[config.mk]
export PLATFORM = sky130hd
export DESIGN_NAME = fft_state3_flat
export DESIGN_NICKNAME = d
export VERILOG_FILES = /design/src/rtl/fft_state3_if.sv /design/src/rtl/fft_state3.sv /design/src/flat_wrapper.sv
export SDC_FILE = /design/constraint.sdc
export NUM_CORES = 1
export LEC_CHECK = 0
export CORE_UTILIZATION = 43
export DETAILED_ROUTE_END_ITERATION = 6
export SETUP_SLACK_MARGIN = 0.2
export SKIP_LAST_GASP = 1
export SYNTH_ARGS = -nofsm -noshare
export SYNTH_HDL_FRONTEND = slang
export SYNTH_SLANG_ARGS = --single-unit
[constraint.sdc]
create_clock -name clk -period 10.2 [get_ports clk]
set_input_delay 1.02 -clock clk [delete_from_list [all_inputs] [get_ports clk]]
set_output_delay 1.02 -clock clk [all_outputs]
set_load 0.005 [all_outputs]
[src/rtl/fft_state3_if.sv]
// rtl/fft_state3_if.sv - sample-pair bus into and out of the radix-2 SDF stage 3 butterfly
interface fft_state3_if #(
    parameter int WIDTH = 9
);
    logic                    in_valid;
    logic signed [WIDTH-1:0] in_up_re;
    logic signed [WIDTH-1:0] in_up_im;
    logic signed [WIDTH-1:0] in_l_re;
    logic signed [WIDTH-1:0] in_l_im;
    logic                    out_valid;
    logic signed [WIDTH-1:0] out_up_re;
    logic signed [WIDTH-1:0] out_up_im;
    logic signed [WIDTH-1:0] out_l_re;
    logic signed [WIDTH-1:0] out_l_im;

    modport master (
        output in_valid, in_up_re, in_up_im, in_l_re, in_l_im,
        input  out_valid, out_up_re, out_up_im, out_l_re, out_l_im
    );

    modport slave (
        input  in_valid, in_up_re, in_up_im, in_l_re, in_l_im,
        output out_valid, out_up_re, out_up_im, out_l_re, out_l_im
    );
endinterface

[src/rtl/fft_state3.sv]
// rtl/fft_state3.sv - FFT stage 3: 4-deep commutator/delay lines, butterfly, W8 twiddle multiply
module fft_state3 #(
    parameter int WIDTH = 9
) (
    input  logic         clk,
    input  logic         rst_n,
    fft_state3_if.slave  bus
);
    localparam int PW = WIDTH + 11;

    logic [2:0] cnt;
    logic [3:0] fill;

    logic signed [WIDTH-1:0] dly_l_re [4];
    logic signed [WIDTH-1:0] dly_l_im [4];
    logic signed [WIDTH-1:0] dly_u_re [4];
    logic signed [WIDTH-1:0] dly_u_im [4];

    logic signed [WIDTH-1:0] com_up_re, com_up_im;
    logic signed [WIDTH-1:0] com_l_re, com_l_im;
    logic signed [WIDTH:0]   sum_re, sum_im, diff_re, diff_im;
    logic signed [8:0]       w_re, w_im;
    logic signed [PW-1:0]    prod_re, prod_im;

    always_comb begin
        // cnt[2] swaps which path is delayed and which meets the delayed sample
        if (cnt[2]) begin
            com_up_re = dly_l_re[3];
            com_up_im = dly_l_im[3];
            com_l_re  = bus.in_up_re;
            com_l_im  = bus.in_up_im;
        end else begin
            com_up_re = bus.in_up_re;
            com_up_im = bus.in_up_im;
            com_l_re  = dly_l_re[3];
            com_l_im  = dly_l_im[3];
        end

        sum_re  = $signed({dly_u_re[3][WIDTH-1], dly_u_re[3]}) + $signed({com_l_re[WIDTH-1], com_l_re});
        sum_im  = $signed({dly_u_im[3][WIDTH-1], dly_u_im[3]}) + $signed({com_l_im[WIDTH-1], com_l_im});
        diff_re = $signed({dly_u_re[3][WIDTH-1], dly_u_re[3]}) - $signed({com_l_re[WIDTH-1], com_l_re});
        diff_im = $signed({dly_u_im[3][WIDTH-1], dly_u_im[3]}) - $signed({com_l_im[WIDTH-1], com_l_im});

        // Q2.7 twiddles for W8^k, k = 0..3
        w_re = 9'sd128;
        w_im = 9'sd0;
        case (cnt[1:0])
            2'd0: begin w_re = 9'sd128;  w_im = 9'sd0;    end
            2'd1: begin w_re = 9'sd91;   w_im = -9'sd91;  end
            2'd2: begin w_re = 9'sd0;    w_im = -9'sd128; end
            default: begin w_re = -9'sd91; w_im = -9'sd91; end
        endcase

        prod_re = PW'(diff_re) * PW'(w_re) - PW'(diff_im) * PW'(w_im);
        prod_im = PW'(diff_re) * PW'(w_im) + PW'(diff_im) * PW'(w_re);
    end

    always_ff @(posedge clk or posedge rst_n) begin
        if (rst_n) begin
            cnt           <= 3'd0;
            fill          <= 4'd0;
            bus.out_valid <= 1'b0;
            bus.out_up_re <= '0;
            bus.out_up_im <= '0;
            bus.out_l_re  <= '0;
            bus.out_l_im  <= '0;
            for (int k = 0; k < 4; k++) begin
                dly_l_re[k] <= '0;
                dly_l_im[k] <= '0;
                dly_u_re[k] <= '0;
                dly_u_im[k] <= '0;
            end
        end else if (bus.in_valid) begin
            cnt <= cnt + 3'd1;
            if (fill != 4'd8) begin
                fill <= fill + 4'd1;
            end
            bus.out_valid <= (fill >= 4'd7);
            for (int k = 3; k > 0; k--) begin
                dly_l_re[k] <= dly_l_re[k-1];
                dly_l_im[k] <= dly_l_im[k-1];
                dly_u_re[k] <= dly_u_re[k-1];
                dly_u_im[k] <= dly_u_im[k-1];
            end
            dly_l_re[0] <= bus.in_l_re;
            dly_l_im[0] <= bus.in_l_im;
            dly_u_re[0] <= com_up_re;
            dly_u_im[0] <= com_up_im;
            // slicing the wide product is the floor shift by 7 plus wrap to WIDTH bits
            bus.out_up_re <= sum_re[WIDTH-1:0];
            bus.out_up_im <= sum_im[WIDTH-1:0];
            bus.out_l_re  <= prod_re[WIDTH+6:7];
            bus.out_l_im  <= prod_im[WIDTH+6:7];
        end else begin
            bus.out_valid <= 1'b0;
        end
    end
endmodule

[src/flat_wrapper.sv]
// flat-port wrapper written by rule: the top's interface ports become plain ports
module fft_state3_flat 
#(
    parameter int WIDTH = 9
)
  (clk, rst_n, bus_in_valid, bus_in_up_re, bus_in_up_im, bus_in_l_re, bus_in_l_im, bus_out_valid, bus_out_up_re, bus_out_up_im, bus_out_l_re, bus_out_l_im);
  fft_state3_if #(.WIDTH(WIDTH)) bus_i ();
  input  logic clk;
  input  logic rst_n;
  input wire logic [$bits(bus_i.in_valid)-1:0] bus_in_valid;
  input wire logic [$bits(bus_i.in_up_re)-1:0] bus_in_up_re;
  input wire logic [$bits(bus_i.in_up_im)-1:0] bus_in_up_im;
  input wire logic [$bits(bus_i.in_l_re)-1:0] bus_in_l_re;
  input wire logic [$bits(bus_i.in_l_im)-1:0] bus_in_l_im;
  output wire logic [$bits(bus_i.out_valid)-1:0] bus_out_valid;
  output wire logic [$bits(bus_i.out_up_re)-1:0] bus_out_up_re;
  output wire logic [$bits(bus_i.out_up_im)-1:0] bus_out_up_im;
  output wire logic [$bits(bus_i.out_l_re)-1:0] bus_out_l_re;
  output wire logic [$bits(bus_i.out_l_im)-1:0] bus_out_l_im;
  assign bus_i.in_valid = bus_in_valid;
  assign bus_i.in_up_re = bus_in_up_re;
  assign bus_i.in_up_im = bus_in_up_im;
  assign bus_i.in_l_re = bus_in_l_re;
  assign bus_i.in_l_im = bus_in_l_im;
  assign bus_out_valid = bus_i.out_valid;
  assign bus_out_up_re = bus_i.out_up_re;
  assign bus_out_up_im = bus_i.out_up_im;
  assign bus_out_l_re = bus_i.out_l_re;
  assign bus_out_l_im = bus_i.out_l_im;
  fft_state3 #(.WIDTH(WIDTH)) u_core (.clk(clk), .rst_n(rst_n), .bus(bus_i));
endmodule
==> reports/metrics.cfg, run 1 <==
[yosys]
syn_avg_cell_area_um2=10.8
synth_top_area_share=0.268
synth_edf_count=0
async_flop_share=1.00
synth_top_area_cell=dfrtp_1
yosysMostFrequentCell=inv_1
yosysSeqAreaShare=0.268
ys_seq_elements=188
synthTopCellsByCount=inv_1, fa_1, ha_1
synthesis.area_um2=17500
syn-num-nets=2069
ys.warnings.count=0
synth_cell_types=62
synthCells=1629
synth_area_leaders=dfrtp_1, fa_1, ha_1
ys.flop_type=dfrtp_1

[clocking]
cts.repair.resized=0
clock_path_buffers=2
cts_sinks=188
cts_tree=done
insertion_delay_ns=0.45
hold_buffers=0
cts_root_buffer=clkbuf_16
cts_buffers=17
cts_max_level=4
clk_pin_slew_ns=0.07
post-cts-setup-buffer-count=0

[placement]
globalplace.congestion=0.884
port_buffers=75
place_hpwl_um=28800

[worst_setup_path]
slowest_stage=fa_1
critPathMaxStageDelay_ns=0.61
startpoint=bus_in_up_re[1]
required_ns=10.54
critPathTopFamily=adder cells
critPathKind=primary input to flop
start_kind=primary input
worst-path-buf-inv=6
cp_common_cell=fa_1
worst-path-max-fanout=5
r2r_start=u_core.cnt[2]$_DFFE_PP0P_
arrival_ns=9.59
endpoint_kind=flop
reg2reg_slack_ns=1.13

[sta]
rsz0062_at_grt=no
worst_pin_slew_ns=1.08
finalSetupViolCount=0
drv_slew=0
fin_skew_ns=0.0201
max-slew-margin-rel=0.280
finalCritPeriodShare=0.907
period_minus_slack_ns=9.25
fmax_ghz=0.108
timing.setup.tns_ns=0
hold_violations=0

[route]
viasPerCell=4.93
postRouteAntennaNets=0
first_iter_violations=433
dr.pass1.iters=5
post_drt_wl_per_cell_um=16.0
wl_um=35700
vias=10980
drc=0

[floorplan]
num_rows=73
die_y_um=204
start_util=0.439
coreArea_um2=40000
fp.dieArea_um2=41600
die_x_um=204
pin_count=76

[worst_hold_path]
hold_start=u_core.dly_u_re[9]$_DFFE_PP0P_
hp-class=flop to flop

[global_route]
grt_antenna_before_repair=0
grtUsageTotal=0.187
grt_pass1_wl_um=60400
grt-ovfl-total=0
grt_pass1_vias=11782
grt_max_degree=130

[final_layout]
syn_to_final_growth_pct=11.1
fin_nets=2130
antenna_cells=0
layout-drive-gt1-share=0.124

[run_status]
status=complete, no violations

[run]
drv_cap=0

[flip-flops by register name, summed over array words and instances, names as in the netlist]
| name | cells |
|---|---|
| u_core.bus.out_up_im | 9 |
| u_core.dly_u_im | 36 |
| u_core.bus.out_valid | 1 |
| u_core.dly_u_re | 36 |
| u_core.cnt | 3 |
| u_core.dly_l_re | 36 |
| u_core.bus.out_l_im | 9 |
| u_core.bus.out_up_re | 9 |
| u_core.bus.out_l_re | 9 |
| u_core.dly_l_im | 36 |
| u_core.fill | 4 |
[cell type report]
| class | count | area [µm²] |
|---|---|---|
| clock buffer | 21 | 460 |
| tap | 525 | 657 |
| clock inverter | 10 | 153 |
| timing repair buffer | 95 | 905 |
| inverter | 314 | 1190 |
| fill | 3808 | 20500 |
| multi-input combinational | 1074 | 11400 |
| sequential | 188 | 4710 |
[routing by layer]
| layer | vias to the layer above | share of wire | routed length (µm) | global-route usage |
|---|---|---|---|---|
| li1 | 5274 | - | - | - |
| met1 | 5511 | 0.45 | 16100 | 0.248 |
| met2 | 166 | 0.49 | 17700 | 0.316 |
| met3 | 29 | 0.032 | 1150 | 0.0281 |
| met4 | 0 | 0.021 | 761 | 0.0578 |
| met5 | - | 0 | 0 | 0 |
[through the flow]
stage | instance area, µm² | worst slack (ns) | std cells | utilization | hold slack, ns
after CTS | 19500 | 1.00 | 2227 | 0.487 | 0.482
after global placement | 18900 | 0.701 | 2196 | 0.472 | 0.463
after global routing | 19500 | 0.476 | 2227 | 0.487 | 0.511
final | 19500 | 0.950 | 2227 | 0.487 | 0.488
after floorplan | 17500 | 1.56 | 1629 | - | 0.449
after detailed placement | 18900 | 0.514 | 2196 | 0.472 | 0.468
[kinds of logic after synthesis]
group | count (synthesis) | share of synthesized area
adders and majority gates | 401 | 0.374
buffers and inverters | 367 | 0.0807
and+or+nand+nor | 270 | 0.0700
DFF | 188 | 0.268
muxes | 173 | 0.109
AOI/OAI and AO/OA | 143 | 0.0527
xor gates and xnor gates | 87 | 0.0454
[final timing paths]
kind | endpoint | depth (start not counted)
setup / recovery | u_core.bus.out_l_re[8]$_DFFE_PP0P_ | 31
hold / removal | u_core.dly_u_re[0]$_DFFE_PP0P_ | 2
setup reg to reg | u_core.bus.out_l_re[8]$_DFFE_PP0P_ | 31
hold reg to reg | u_core.dly_u_re[0]$_DFFE_PP0P_ | 2
max in group asynchronous | u_core.bus.out_up_im[5]$_DFFE_PP0P_ | 3
min in group asynchronous | u_core.dly_l_im[8]$_DFFE_PP0P_ | 2
[cells in the final DEF (no fill, tap or decap), types with 2 or more instances in the layout]
master             n
nor2_1           112
nand2b_1          14
xor2_1            16
inv_1            313
a21oi_1           60
o2111ai_1          3
inv_8              3
bufinv_16          3
o31ai_1            3
buf_4             20
mux2i_1           34
nand2_1           72
or3_1              5
a21oi_2            7
a211oi_1           3
and3_1             2
o211ai_1           4
o21ai_0           25
xnor3_1            2
clkbuf_1           2
nor2b_1           13
clkbuf_16         17
inv_6              3
ha_1             195
o21ai_2            2
clkbuf_8           3
dfrtp_1          187
nand3_1            9
xnor2_1           68
mux2_2           138
nand4_1            3
fa_1             206
or2_1              2
nor3_1            10
o21a_1             4
o21ba_2            2
clkdlybuf4s50_1   74
and2_1            19
a21o_1             8
o21bai_1           8
[tightest hold or removal path, delay by kind of cell (launching register included)]
family	cells	cell delay (ns)
DFF	1	0.34
and+or+nand+nor	1	0.05
AOI/OAI and AO/OA	1	0.06
Power of run 1 is not shown: default switching activity piles up to over one toggle a cycle in this logic, so the estimate is an artifact.
==> inputs of run 2 (changes only) <==
SLEW_MARGIN = 20   (was default)
==> reports/metrics.cfg, run 2 (synthesis results as in run 1) <==
[global_route]
grt_antenna_before_repair=0
grtUsageTotal=0.187
grt_pass1_wl_um=60400
grt_pass1_vias=11782
grt-ovfl-total=0
grt_max_degree=130

[worst_setup_path]
slowest_stage=fa_1
start_kind=primary input
critPathMaxStageDelay_ns=0.61
cp_common_cell=fa_1
critPathKind=primary input to flop
endpoint_kind=flop
arrival_ns=9.56
required_ns=10.54
worst-path-max-fanout=5

[sta]
timing.setup.tns_ns=0
worst_pin_slew_ns=0.946
hold_violations=0
period_minus_slack_ns=9.22
fin_skew_ns=0.0204
fmax_ghz=0.108
max-slew-margin-rel=0.369
finalSetupViolCount=0
whs_ns=0.489
rsz0062_at_grt=no
drv_slew=0
finalCritPeriodShare=0.904

[clocking]
cts_root_buffer=clkbuf_16
cts_sinks=188
insertion_delay_ns=0.45
cts_buffers=17
post-cts-setup-buffer-count=0
clock_path_buffers=2
hold_buffers=0
cts_max_level=4
cts_tree=done
cts.repair.resized=0
clk_pin_slew_ns=0.07

[floorplan]
die_x_um=204
fp.dieArea_um2=41600
coreArea_um2=40000
num_rows=73
die_y_um=204
pin_count=76
start_util=0.439

[placement]
port_buffers=75
place_hpwl_um=28800
globalplace.congestion=0.884

[route]
postRouteAntennaNets=0
drc=0
wl_um=35800
dr.pass1.iters=5
viasPerCell=4.93
first_iter_violations=494
post_drt_wl_per_cell_um=16.1
vias=10969

[worst_hold_path]
hp-class=flop to flop

[final_layout]
final_common_cell=inv_1
layout-drive-gt1-share=0.124
fin_nets=2130
fillers=3806
most-common-layout-cells=inv_1, fa_1, ha_1
syn_to_final_growth_pct=11.1
antenna_cells=0

[run_status]
status=complete, no violations

[run]
drv_cap=0

## run 2: changes by cell type in the layout (fill, tap and decap cells not counted)
cell	before	now
buf_4	20	19
buf_6	0	1
## run 2: path summary, 6_finish.rpt
| kind | start | slack (ns) | end | cells past startpoint |
|---|---|---|---|---|
| worst min register to register | u_core.bus.out_l_im[6]$_DFFE_PP0P_ | 0.49 | u_core.bus.out_l_im[6]$_DFFE_PP0P_ | 2 |
| worst min-delay path | u_core.bus.out_l_im[6]$_DFFE_PP0P_ | 0.49 | u_core.bus.out_l_im[6]$_DFFE_PP0P_ | 2 |
| max in group asynchronous | rst_n | 7.56 | u_core.dly_u_im[7]$_DFFE_PP0P_ | 3 |
| worst max-delay path | bus_in_up_re[1] | 0.98 | u_core.bus.out_l_re[8]$_DFFE_PP0P_ | 31 |
| worst max register to register | u_core.cnt[2]$_DFFE_PP0P_ | 1.17 | u_core.bus.out_l_re[8]$_DFFE_PP0P_ | 31 |
| min in group asynchronous | rst_n | 1.14 | u_core.dly_l_im[8]$_DFFE_PP0P_ | 2 |
## run 2: per-stage QoR
stage / setup slack, ns / instance area [µm²] / util / std cells
after floorplan: 1.56 / 17500 / - / 1629
after global placement: 0.701 / 18900 / 0.472 / 2196
after detailed placement: 0.514 / 18900 / 0.472 / 2196
after CTS: 1.00 / 19500 / 0.487 / 2227
after global routing: 0.477 / 19500 / 0.487 / 2227
final: 0.977 / 19500 / 0.487 / 2227
## run 2: worst max-delay path: cells and delay by family
kind,cells,cell delay [ns]
AND/OR/NAND/NOR,5,1.15
buffers and inverters,6,0.70
XOR/XNOR,3,0.92
AO/OA/AOI/OAI,6,1.09
multiplexers,2,0.69
adder cells (fa/ha/maj),9,3.97
## run 2: layout make-up
class | instances | area [µm²] | share of cell area
Multi-Input combinational cell | 1074 | 11400 | 0.586
Inverter | 314 | 1190 | 0.0608
Clock inverter | 10 | 153 | 0.00783
Clock buffer | 21 | 460 | 0.0236
Sequential cell | 188 | 4710 | 0.241
Tap cell | 525 | 657 | 0.0337
Timing Repair Buffer | 95 | 908 | 0.0466
## run 2: metal layers
metal / global-route usage / routed length [µm]
met1: 0.248 / 16200
met2: 0.316 / 17600
met3: 0.0281 / 1150
met4: 0.0578 / 806
met5: 0 / 0
Power of run 2 is left out for the same reason.
